[src/rtl/iiitb_rc_arb.sv]
// Round-robin arbiter for 4 requesters, driven by a one-hot token ring.
// Define RC_ARB_TIMEOUT_EN to force a grant release after HOLD_MAX cycles.
module iiitb_rc_arb #(
  parameter int unsigned HOLD_MAX = 8
) (
  input  logic       clk,
  input  logic       reset,
  input  logic [3:0] init,
  input  logic       load,
  input  logic [3:0] req,
  input  logic       done,
  output logic [3:0] gnt,
  output logic       gnt_valid,
  output logic [3:0] token,
  output logic       err,
  output logic       timeout
);

  typedef enum logic [1:0] {
    IDLE  = 2'b00,
    SCAN  = 2'b01,
    GRANT = 2'b10
  } state_t;

  state_t     state;
  logic       init_onehot;
  logic [3:0] token_rot;
  logic       gnt_held;
  logic       hold_expire;
  logic       release_now;

  assign init_onehot = (init != 4'b0000) && ((init & (init - 4'b0001)) == 4'b0000);
  assign token_rot   = {token[2:0], token[3]};
  assign gnt_held    = |(req & gnt);

`ifdef RC_ARB_TIMEOUT_EN
  logic [7:0] hold_cnt;
  assign hold_expire = (hold_cnt == 8'(HOLD_MAX - 1));
`else
  assign hold_expire = 1'b0;
  assign timeout     = 1'b0;
`endif

  assign release_now = done | ~gnt_held | hold_expire;

  always_ff @(posedge clk or posedge reset) begin
    if (reset) begin
      state     <= IDLE;
      token     <= 4'b0001;
      gnt       <= '0;
      gnt_valid <= 1'b0;
      err       <= 1'b0;
`ifdef RC_ARB_TIMEOUT_EN
      timeout   <= 1'b0;
      hold_cnt  <= '0;
`endif
    end else begin
`ifdef RC_ARB_TIMEOUT_EN
      timeout <= 1'b0;
`endif
      case (state)
        IDLE: begin
          if (load) begin
            if (init_onehot) begin
              token <= init;
              err   <= 1'b0;
            end else begin
              err   <= 1'b1;
            end
          end else if (|req) begin
            state <= SCAN;
          end
        end
        SCAN: begin
          if (|(req & token)) begin
            state     <= GRANT;
            gnt       <= token;
            gnt_valid <= 1'b1;
`ifdef RC_ARB_TIMEOUT_EN
            hold_cnt  <= '0;
`endif
          end else if (|req) begin
            token <= token_rot;
          end else begin
            state <= IDLE;
          end
        end
        GRANT: begin
`ifdef RC_ARB_TIMEOUT_EN
          hold_cnt <= hold_cnt + 8'd1;
          // done and a dropped request both outrank the forced release
          timeout  <= ~done & gnt_held & hold_expire;
`endif
          if (release_now) begin
            gnt       <= '0;
            gnt_valid <= 1'b0;
            token     <= token_rot;
            state     <= (|(req & ~gnt)) ? SCAN : IDLE;
          end
        end
        default: begin
          state     <= IDLE;
          gnt       <= '0;
          gnt_valid <= 1'b0;
        end
      endcase
    end
  end

endmodule

[config.mk]
export PLATFORM = sky130hd
export DESIGN_NAME = iiitb_rc_arb
export DESIGN_NICKNAME = d
export VERILOG_FILES = /design/src/rtl/iiitb_rc_arb.sv
export SDC_FILE = /design/constraint.sdc
export NUM_CORES = 1
export LEC_CHECK = 0
export BUFFER_PORTS_ARGS = -buffer_cell sky130_fd_sc_hd__buf_2
export CAP_MARGIN = 5
export CORE_MARGIN = 1.5
export CORE_UTILIZATION = 44
export CTS_CLUSTER_DIAMETER = 60
export DETAILED_ROUTE_END_ITERATION = 8
export PLACE_DENSITY = 0.78
export SLEW_MARGIN = 10
export SYNTH_ARGS = -nofsm -noshare
export SYNTH_HDL_FRONTEND = slang
export SYNTH_SLANG_ARGS = --single-unit
[constraint.sdc]
create_clock -name clk -period 1.9 [get_ports clk]
set_input_delay 0.285 -clock clk [delete_from_list [all_inputs] [get_ports clk]]
set_output_delay 0.285 -clock clk [all_outputs]
set_load 0.02 [all_outputs]
=== Word level (Yosys, flattened, before mapping) ===
Index checks and enable logic that the tools add are counted.

* Bits of input ports: 12
* Register bits after elaboration: 12
* Logic and storage cells: 58
* Output and inout port bits: 11

* Reduce and logical (&&, ||, !) cells: 13
* Bitwise operators: 8
* Equality and inequality tests: 11
* Muxes and demuxes: 20
* $add $sub $neg: 1

{| class="wikitable"
|+ Operators with widths
! cell !! number
|-
| 4-bit two-way mux || 7
|-
| 4-bit case mux with 3 select lines || 2
|-
| 4-bit bitwise AND || 4
|-
| 2-bit != test (second input constant) || 8
|-
| 4-bit OR reduction || 4
|-
| 2-bit two-way mux || 5
|-
| 2-bit case mux with 3 select lines || 1
|-
| 6-bit AND reduction || 1
|-
| 4-bit logical NOT || 1
|-
| 1-bit two-way mux || 4
|-
| 4-bit inverter || 1
|-
| 4-bit AND reduction || 1
|-
| 4-bit nonzero test || 1
|-
| 4-bit by 1-bit subtractor with 4-bit output (second input constant) || 1
|-
| 3-bit != test (second input constant) || 1
|-
| 1-bit case mux with 3 select lines || 1
|-
| 3-bit AND reduction || 1
|-
| 3-bit nonzero test || 1
|-
| 2-bit by 1-bit equality test with 1-bit output (second input constant) || 1
|-
| 2-bit equality test (second input constant) || 1
|-
| 2-bit logical NOT || 1
|-
| 1-bit inverter || 2
|-
| 2-bit AND reduction || 1
|-
| 1-bit logical AND || 1
|-
| 1-bit bitwise OR || 1
|}

=== Longest topological paths before layout ===
Gate-level depths: netlist (run 1).

* Word-level depth: 7
* Gate-level depth with buffers: 7
* Mapped depth without buffers: 7

=== Worst setup path after synthesis (run 1) ===
No wires, ideal clock.

* Kind: flip-flop to flip-flop
* From: register token[1]
* To: register token[2]
* Setup time: 128 ps
* Slack: -43 ps
* Period minus slack after synthesis: 1943 ps
* Stages on the path, launching flop included: 6
* Arrival time: 1815 ps
* Path buffers: 0
* Data required time: 1772 ps
* Cell sequence: dfrtp_1 > a22o_1 > a221oi_4 > a21boi_1 > a2111o_1 > mux2_1

* Word-level cells in the longest chain between the ends: 4
* Elaborated cells between the ends (all ways): 8
* Those cells by class: eq/ne (1); mux (4); bitwise (1); reduce/logical (2)

{| class="wikitable"
|+ RTL lines
! element !! line !! text
|-
| start, declared || 14 || <nowiki>output logic [3:0] token,</nowiki>
|-
| start signal, assigned || 65 || <nowiki>token <= init;</nowiki>
|-
| start signal, assigned || 83 || <nowiki>token <= token_rot;</nowiki>
|-
| start signal, assigned || 97 || <nowiki>token <= token_rot;</nowiki>
|-
| 4-bit bitwise AND || 75 || <nowiki>if (|(req & token)) begin</nowiki>
|-
| 4-bit OR reduction || 75 ||
|-
| 2-bit != test (no source line) || -- ||
|-
| 6-bit AND reduction (no source line) || -- ||
|}

Parallel ways exist; a longest one is shown, timed or not. The select of a mux whose other input is x is not followed.
A chain may end at the register's enable or synchronous reset.

=== Worst setup path after layout (run 1) ===
* From: register state[1]
* To: register token[3]

* Word-level cells in the longest chain between the ends: 3
* Elaborated cells between the ends (all ways): 11
* Those cells by class: eq/ne (7); mux (1); reduce/logical (3)

{| class="wikitable"
|+ RTL lines
! element !! line !! text
|-
| start, declared || 25 || <nowiki>state_t state;</nowiki>
|-
| start signal, assigned || 98 || <nowiki>state <= (|(req & ~gnt)) ? SCAN : IDLE;</nowiki>
|-
| 2-bit by 1-bit equality test with 1-bit output, or another cell as far along || 61 || <nowiki>case (state)</nowiki>
|-
| 2-bit != test (no source line) / 3-bit nonzero test (equally long branches) || -- ||
|-
| 6-bit AND reduction (no source line) || -- ||
|}

Parallel ways exist; a longest one is shown, timed or not.

==> out/metrics.yaml, run 1 <==
clock_network:
  cts-htree-levels: 1
  cts_tree: "done"
  postCtsHoldBufs: 0
  clk_latency_ns: 0.28
  root_buffer: "clkbuf_4"
  cts.sinks: 12
  tritoncts.num_buffers: 3
  clk_pin_slew_ns: 0.07
  postCtsSetupRepairBufs: 0
  clk_path_buf_depth: 2
power_and_ir_drop:
  power.leakage_nw: 0.480
  p_per_area_mw_per_mm2: 1790
  irDropWorstVdd_mv: 1.10
  total_power_mw: 1.78
sta:
  hold_violations: 9
  whs_ns: -0.00213
  fin_crit_sh_pct: 93.4
  period_minus_slack_ns: 1.77
  clock_skew_ns: 0.000947
  setup_violations: 0
  timing.fmax_mhz: 564
  drv_slew: 0
  rsz0062_at_grt: "false"
min_path:
  min-delay-path-class: "primary input to async pin"
drt:
  drt_pre_antenna_iters: 4
  drc: 0
  viasPerCell: 5.89
  drtIter0Drc: 19
  ant_nets: 0
  num_vias: 701
  post_drt_wl_per_cell_um: 14.9
  drt-total-wl_mm: 1.77
outcome:
  violations: "negative hold slack"
  status: "finished, violations left"
final_layout:
  postLayoutCoreUtil_pct: 58.8
  diodes: 0
  fillers: 152
  drive_above_1_share_pct: 41.2
  nets: 119
  syn_to_final_growth_pct: 27.0
global_route:
  antenna_found_initial: 0
  groute.usage.overall_pct: 21.2
  grt_max_degree: 13
  grt_pass1_vias: 675
  grt_pass1_wl_mm: 2.93
  overflow: 0
yosys:
  yosysUniqueCellTypes: 31
  synth-edff-count: 0
  synth_top_cells_by_area: "dfrtp_1, mux2_2, ha_1"
  synth_top_area_cell: "dfrtp_1"
  synth_top_area_share_pct: 35.2
  synth_seq_cells: 12
  netlist_area_um2: 782
  synthFlopType: "dfrtp_1"
  synth_nets: 88
  synth_area_per_cell_um2: 10.9
  async_flop_share_pct: 100
  ys_seq_area_share_pct: 38.6
  syn_inst: 72
  ys_warn_count: 0
die:
  ioPinCount: 23
  start_util_pct: 46.3
  fp.dieArea_mm2: 0.00204
  die_height_um: 45.2
  chipWidth_um: 45.2
  core_mm2: 0.00169
  rows: 15
critical_path:
  cp-start-kind: "register"
  cp_max_fo: 7
  critical_path_arrival_ns: 1.94
  critPathRequiredTime_ns: 2.06
  critical-path-top-delay-family: "compound AO/OA/AOI/OAI gates"
  endpoint_kind: "register"
  worst-path-buf-inv: 1
  crit_slowest_cell: "a2111o_1"
  path_cells: "inv_1 > ha_2 > nor3_1 > a2111o_1 > mux2_1"
  criticalPathCategory: "register to register"
  slowest_delay_ns: 0.45
placement:
  hpwl_mm: 1.40
  gp_congestion: 0.920
  port_buffers: 21
flow_run:
  maxCapViolations: 0
[area by class of cell]
type / count / area (um2) / share of cell area [%]
repair buffers: 28 / 158 / 15.9
flip-flops and latches: 12 / 303 / 30.5
multi-input cells: 51 / 449 / 45.2
inverters: 7 / 26.3 / 2.64
clock buffers: 4 / 36.3 / 3.65
well taps: 17 / 21.3 / 2.14
[path summary, 6_finish.rpt]
check                                from  cells past startpoint  slack (ns)        end
worst max-delay path             state[1]                      5        0.13   token[3]
worst min-delay path                reset                      2      -0.002     gnt[3]
worst max register to register   state[1]                      5        0.13   token[3]
worst min register to register  gnt_valid                      1        0.50  gnt_valid
max in group asynchronous           reset                      2        1.56   token[0]
min in group clk                     load                      3        0.35        err
[per-stage QoR]
stage	instances	area, um2	setup slack [ns]	setup TNS [ns]
after global placement	115	951	0.0335	0
after global routing	119	993	0.0389	0
after CTS	119	987	0.0609	0
after detailed placement	115	951	-0.0621	-0.209
final	119	993	0.126	0
after floorplan	72	783	0.0238	0
[cells by family after synthesis]
group	synth area share [%]
xor gates and xnor gates	1.12
other	0.480
adders and majority gates	6.40
muxes	13.0
and+or+nand+nor	9.92
AOI/OAI and AO/OA	25.8
buffers and inverters	4.80
DFF	38.6
[state kept, by name (all words and copies together) (netlist names)]
| register | cells |
|---|---|
| gnt | 4 |
| token | 4 |
| state | 2 |
| err | 1 |
| gnt_valid | 1 |
[power by group]
| part | internal [mW] | switching [mW] | leakage, nW |
|---|---|---|---|
| logic | 0.523 | 0.536 | 0.313 |
| clock network | 0.117 | 0.0862 | 0.0210 |
| registers | 0.394 | 0.125 | 0.146 |
[Yosys cell counts, types with 2 or more instances]
| master | count |
|---|---|
| a22o_1 | 4 |
| a22oi_1 | 3 |
| mux2_2 | 5 |
| a21oi_1 | 2 |
| ha_1 | 4 |
| mux2_1 | 4 |
| nand2_1 | 2 |
| nor4b_1 | 2 |
| nor3_1 | 4 |
| a21o_1 | 2 |
| inv_1 | 7 |
| dfrtp_1 | 11 |
| a32o_1 | 3 |
| nand2b_1 | 2 |
[metal layers]
layer / up-vias / share of wire [%] / GRT usage [%]
li1: 337 / - / -
met1: 344 / 39 / 22.7
met2: 16 / 53 / 34.6
met3: 4 / 4.8 / 8.80
met4: 0 / 2.9 / 12.9
met5: - / 0 / 0
[placed cells by master (no fill, tap or decap), types with 2 or more instances in the layout]
cell      netlist  final
a21o_1          2      2
a22o_1          4      4
buf_2           0     21
nor3_1          4      4
a22oi_1         3      3
nand2_1         2      2
nor4b_1         2      2
a32o_1          3      3
nand2b_1        2      2
ha_1            4      3
buf_4           1      7
clkbuf_4        0      3
dfrtp_1        11     10
mux2_1          4      4
inv_1           7      7
mux2_2          5      5
[timing repair]
item                       4_1_cts  5_1_grt
hold endpoints to repair         0        0
gates resized for setup          0        2
setup endpoints to repair        0        4
No activity file was read; power rests on OpenSTA's default activity.
==> inputs of run 2 (changes only) <==
--- a/config.mk
+++ b/config.mk
@@ -12,6 +12,7 @@
 export CTS_CLUSTER_DIAMETER = 60
 export DETAILED_ROUTE_END_ITERATION = 8
 export PLACE_DENSITY = 0.78
+export SETUP_SLACK_MARGIN = 0.4
 export SLEW_MARGIN = 10
 export SYNTH_ARGS = -nofsm -noshare
 export SYNTH_HDL_FRONTEND = slang
==> run 2 against run 1 <==
Net effect:
- the run now ends clean
- maximum frequency down 3.4%
- clock power down 12%
- sequential share of layout area down 3.4 points
- register-to-register slack worse by 0.06 ns
- combinational power up 35%
- design area up 13%
- highest routed layer unchanged
==> out/metrics.yaml, run 2 (same netlist as run 1, synthesis figures left out) <==
outcome:
  status: "finished, final reports clean"
drt:
  drt-total-wl_mm: 2.25  # +27%
  post_drt_wl_per_cell_um: 17.9  # +20%
  viasPerCell: 6.00  # +1.9%
  ant_nets: 0  # unchanged
  drt_pre_antenna_iters: 4  # unchanged
  drtIter0Drc: 30  # +11
  drc: 0  # unchanged
  num_vias: 756  # +7.8%
sta:
  drv_slew: 0  # unchanged
  slew_headroom_pct: 66.3
  tightest_slew_ns: 0.506
  clock_skew_ns: 0.0113  # +0.0103 ns
  hold_violations: 0  # -9
  tns_ns: 0  # unchanged
  fin_crit_sh_pct: 96.7  # +3.3 points
  setup_slack_ns: 0.0631  # -0.0630 ns
  whs_ns: 0.00369  # +0.00583 ns
  timing.fmax_mhz: 544  # -3.4%
  rsz0062_at_grt: "true"
  setup_violations: 0  # unchanged
  period_minus_slack_ns: 1.84  # +0.0630 ns
global_route:
  antenna_found_initial: 0  # unchanged
  groute.usage.overall_pct: 22.2  # +0.97 points
  grt_max_degree: 13  # unchanged
  overflow: 0  # unchanged
  grt_pass1_wl_mm: 3.18  # +8.7%
  grt_pass1_vias: 703  # +4.1%
clock_network:
  clk_path_buf_depth: 2  # unchanged
  clk_pin_slew_ns: 0.09  # +0.02 ns
  cts_tree: "done"
  cts.sinks: 12  # unchanged
  tritoncts.num_buffers: 3  # unchanged
  postCtsHoldBufs: 0  # unchanged
  root_buffer: "clkbuf_4"
  clk_latency_ns: 0.29  # about the same
  cts-htree-levels: 1  # unchanged
die:
  die_height_um: 45.2  # unchanged
  chipWidth_um: 45.2  # unchanged
  rows: 15  # unchanged
  ioPinCount: 23  # unchanged
  fp.dieArea_mm2: 0.00204  # unchanged
  start_util_pct: 46.3  # unchanged
  core_mm2: 0.00169  # unchanged
flow_run:
  maxCapViolations: 0  # unchanged
final_layout:
  final_cell_mix: "buf_2, dfrtp_1, buf_4, inv_1, mux2_2"
  diodes: 0  # unchanged
  register_area_um2: 303  # unchanged
  final_common_cell: "buf_2"
  nets: 126  # +5.9%
  fillers: 126  # -17%
  multiInputGateArea_um2: 509  # +13%
  syn_to_final_growth_pct: 43.2
  postLayoutCoreUtil_pct: 66.3  # +7.5 points
  largestRegisters: "gnt: 4 flops, token: 4 flops, state: 2 flops"
  drive_above_1_share_pct: 52.3  # +11 points
critical_path:
  criticalPathCategory: "register to register"
  cp_max_fo: 4  # -3
  endpoint_kind: "register"
  slowest_delay_ns: 0.41  # -0.04 ns
  path_cells: "a22o_1 > a221oi_4 > a21boi_1 > a2111o_1 > mux2_4"
  cp-start-kind: "register"
  regToRegSetupSlack_ns: 0.06  # -0.06 ns
  crit_slowest_cell: "dfrtp_2"
  critical_path_arrival_ns: 2.00  # +0.06 ns
  critPathRequiredTime_ns: 2.06  # about the same
placement:
  port_buffers: 21  # unchanged
  pre_cts_slack_ns: 0.00680  # +0.0689 ns
  hpwl_mm: 1.36  # -2.8%
  gp_congestion: 0.893  # -3.0%
power_and_ir_drop:
  total_power_mw: 2.13  # +20%
  irDropWorstVdd_mv: 1.25  # +14%
  power.leakage_nw: 0.533  # +11%
  p_per_area_mw_per_mm2: 1910  # +6.3%
min_path:
  min-delay-path-class: "primary input to async pin"
run 2: cell count changes in the layout (fill, tap and decap cells not counted), moves of 2 or more:
cell,previous run,this run
buf_4,7,10
ha_1,3,1
mux2_4,0,3
buf_6,0,3
mux2_1,4,1
run 2: final timing paths:
kind | startpoint | endpoint | cells past startpoint
worst min register to register | err | err | 1
worst min-delay path | reset | gnt[1] | 2
min in group clk | load | err | 3
max in group asynchronous | reset | token[1] | 2
worst max register to register | token[1] | token[1] | 5
worst max-delay path | token[1] | token[1] | 5
run 2: final cells by class:
class                   count  share of cell area [%]
clock buffers               4                    2.35
flip-flops and latches     12                    27.0
well taps                  17                    1.90
inverters                   7                    2.35
repair buffers             35                    20.9
multi-input cells          51                    45.5
run 2: through the flow:
step                instance area, um2  std cells
floorplan                          783         72
global placement                   958        116
detailed placement                 958        116
CTS                               1050        124
global route                      1120        126
finish                            1120        126
run 2: per-layer routing:
layer  vias up  GRT usage (%)  wire (um)
met5         -              0          0
met2        28           38.3       1170
met3         8           6.00        121
li1        350              -          -
met1       370           25.6        917
met4         0           9.41         42
run 2: worst max-delay path, delay by kind of cell (launching register included):
| kind | cells | cell delay [ns] |
|---|---|---|
| compound gates | 4 | 0.96 |
| flops | 1 | 0.41 |
| mux | 1 | 0.34 |
run 2: what timing repair did:
| action | CTS | global route |
|---|---|---|
| pin swaps | 6 | 4 |
| setup endpoints to repair | 11 | 11 |
| setup buffers | 4 | 2 |
| gates resized for setup | 8 | 10 |
run 2: power breakdown:
| part | internal (mW) | total (mW) | switching [mW] |
|---|---|---|---|
| Combinational | 0.756 | 1.43 | 0.679 |
| Sequential | 0.393 | 0.520 | 0.127 |
| Clock | 0.0816 | 0.179 | 0.0977 |
==> inputs of run 3 (changes only) <==
--- a/config.mk
+++ b/config.mk
@@ -8,10 +8,11 @@
 export BUFFER_PORTS_ARGS = -buffer_cell sky130_fd_sc_hd__buf_2
 export CAP_MARGIN = 5
 export CORE_MARGIN = 1.5
-export CORE_UTILIZATION = 44
+export CORE_UTILIZATION = 47
+export CTS_BUF_LIST = sky130_fd_sc_hd__clkbuf_8
 export CTS_CLUSTER_DIAMETER = 60
 export DETAILED_ROUTE_END_ITERATION = 8
-export PLACE_DENSITY = 0.78
+export PLACE_DENSITY = 0.83
 export SETUP_SLACK_MARGIN = 0.4
 export SLEW_MARGIN = 10
 export SYNTH_ARGS = -nofsm -noshare
==> run 3 against run 2 <==
Net effect:
- largest cell class unchanged
- final cell count shrank 0.79%
- via count shrank 0.53%
- global-route usage grew 1.7 points
- total power is essentially flat
- count of clock-buffer cells in the layout shrank 1
- critical path type unchanged
- non-clock buffer count is the same
- maximum frequency grew 3.0%
- register-to-register slack gained 0.05 ns
- combinational power shrank 3%
- die area shrank 6.0%
==> out/metrics.yaml, run 3 (same netlist as run 1, synthesis figures left out) <==
outcome:
  status: "finished, final reports clean"
final_layout:
  fillers: 105  # -17%
  drive_above_1_share_pct: 53.2  # +0.92 points
  diodes: 0  # unchanged
  final_cell_mix: "buf_2, buf_4, dfrtp_1, inv_1, mux2_2"
  syn_to_final_growth_pct: 42.4
  fin_area_mm2: 0.00111  # -0.56%
  nets: 126  # unchanged
  largestRegisters: "gnt: 4 flops, token: 4 flops, state: 2 flops"
  final_common_cell: "buf_2"
global_route:
  groute.usage.overall_pct: 23.9  # +1.7 points
  grt_pass1_vias: 740  # +5.3%
  grt_pass1_wl_mm: 3.39  # +6.5%
  antenna_found_initial: 0  # unchanged
  overflow: 0  # unchanged
  grt_max_degree: 13  # unchanged
clock_network:
  postCtsHoldBufs: 0  # unchanged
  clk_path_buf_depth: 2  # unchanged
  clk_latency_ns: 0.24  # -0.05 ns
  clk_pin_slew_ns: 0.05  # -0.04 ns
  cts_tree: "done"
  tritoncts.num_buffers: 3  # unchanged
  root_buffer: "clkbuf_8"
  cts-htree-levels: 1  # unchanged
  cts.sinks: 12  # unchanged
sta:
  rsz0062_at_grt: "true"
  timing.fmax_mhz: 561  # +3.0%
  period_minus_slack_ns: 1.78  # -0.0543 ns
  whs_ns: 0.0417  # +0.0380 ns
  setup_violations: 0  # unchanged
  drv_slew: 0  # unchanged
  clock_skew_ns: 0.00314  # -0.00811 ns
  fin_crit_sh_pct: 93.8  # -2.9 points
  hold_violations: 0  # unchanged
placement:
  gp_congestion: 0.841  # -5.8%
  port_buffers: 21  # unchanged
  hpwl_mm: 1.32  # -3.5%
  placed_cell_area_um2: 942  # -1.7%
drt:
  drt-total-wl_mm: 2.01  # -11%
  drt_pre_antenna_iters: 4  # unchanged
  drtIter0Drc: 28  # -6.7%
  num_vias: 752  # -0.53%
  ant_nets: 0  # unchanged
  drc: 0  # unchanged
  post_drt_wl_per_cell_um: 16.1  # -9.9%
  viasPerCell: 6.02  # +0.27%
die:
  rows: 14  # -1
  ioPinCount: 23  # unchanged
  chipWidth_um: 43.8  # -3.0%
  start_util_pct: 51.3  # +5.0 points
  die_height_um: 43.8  # -3.0%
  fp.dieArea_mm2: 0.00192  # -6.0%
  core_mm2: 0.00152  # -9.8%
power_and_ir_drop:
  p_sw_mw: 0.868  # -4.0%
  p_clk_share_pct: 11.2  # +2.8 points
  total_power_mw: 2.13  # about the same
  pwr-share-comb_pct: 64.7  # -2.5 points
  seqPwrFrac_pct: 24.1  # -0.3 points
  p_per_area_mw_per_mm2: 1910  # +0.46%
  intPower_mw: 1.26  # +2.8%
  power.leakage_nw: 0.536  # +0.55%
  irDropWorstVdd_mv: 1.25  # +0.62%
  switching_share_pct: 40.7  # -1.6 points
critical_path:
  cp_max_fo: 4  # unchanged
  ff2ff_path_depth: 5  # unchanged
  rr_startpoint: "token[1]"
  cp-start-kind: "register"
  rr_endpoint: "token[3]"
  criticalPathCategory: "register to register"
  regToRegSetupSlack_ns: 0.12  # +0.05 ns
  critical_path_arrival_ns: 1.90  # -0.10 ns
  critPathRequiredTime_ns: 2.02  # -0.04 ns
  endpoint_kind: "register"
flow_run:
  maxCapViolations: 0  # unchanged
min_path:
  min-delay-path-class: "primary input to async pin"
-- run 3: through the flow --
stage | std cells | TNS [ns] | setup WS, ns | utilization, %
2_1_floorplan | 72 | 0 | 0.0425 | -
3_3_place_gp | 113 | 0 | 0.0342 | 61.8
3_5_place_dp | 113 | -0.00891 | -0.00891 | 61.8
4_1_cts | 122 | 0 | 0.148 | 70.7
5_1_grt | 125 | 0 | 0.0697 | 73.1
6_report | 125 | 0 | 0.117 | 73.1
-- run 3: per-layer routing --
metal  up-vias  routed length, um  global-route usage (%)
met5         -                  0                       0
met4         0                  4                    7.27
met3         2                116                    3.75
met2        32               1050                    40.6
met1       370                840                    31.1
li1        348                  -                       -
-- run 3: what timing repair did --
action | 4_1_cts | 5_1_grt
pin swaps | 6 | 3
cloned | 0 | 0
endpoints found under the setup margin | 11 | 11
buffers inserted | 5 | 3
gates resized for setup | 14 | 2
-- run 3: final cells by class --
| class | instances | area [um2] | area share (%) |
|---|---|---|---|
| clock buffer | 3 | 41.3 | 3.71 |
| clock inverter | 1 | 3.75 | 0.337 |
| inverter | 7 | 26.3 | 2.36 |
| multi-input combinational | 51 | 500 | 44.9 |
| sequential | 12 | 304 | 27.3 |
| tap | 16 | 20.0 | 1.80 |
| timing repair buffer | 35 | 218 | 19.6 |
-- run 3: worst max-delay path by stage --
stage	slack (ns)	start	cells past startpoint	end
6_report	0.12	token[1]	5	token[3]
4_1_cts	0.15	token[1]	5	token[3]
3_5_place_dp	-0.009	init[1]	5	token[1]
5_1_grt	0.07	token[1]	5	token[3]
2_1_floorplan	0.04	token[1]	5	token[1]
3_3_place_gp	0.03	init[1]	5	token[1]
-- run 3: worst max-delay path: stages (launching register included) --
cell and delay, ns:
dfrtp_2 0.40, a22o_1 0.21, a221oi_4 0.21, a21boi_1 0.10, a2111o_1 0.40, mux2_1 0.34
-- run 3: power groups by stage --
stage	clock (mW)	sequential, mW	combinational (mW)
5_1_grt	0.252	0.529	1.48
3_5_place_dp	0	0.522	1.03
2_1_floorplan	0	0.638	0.583
6_report	0.239	0.513	1.38
3_3_place_gp	0	0.517	1.01
4_1_cts	0.244	0.509	1.28
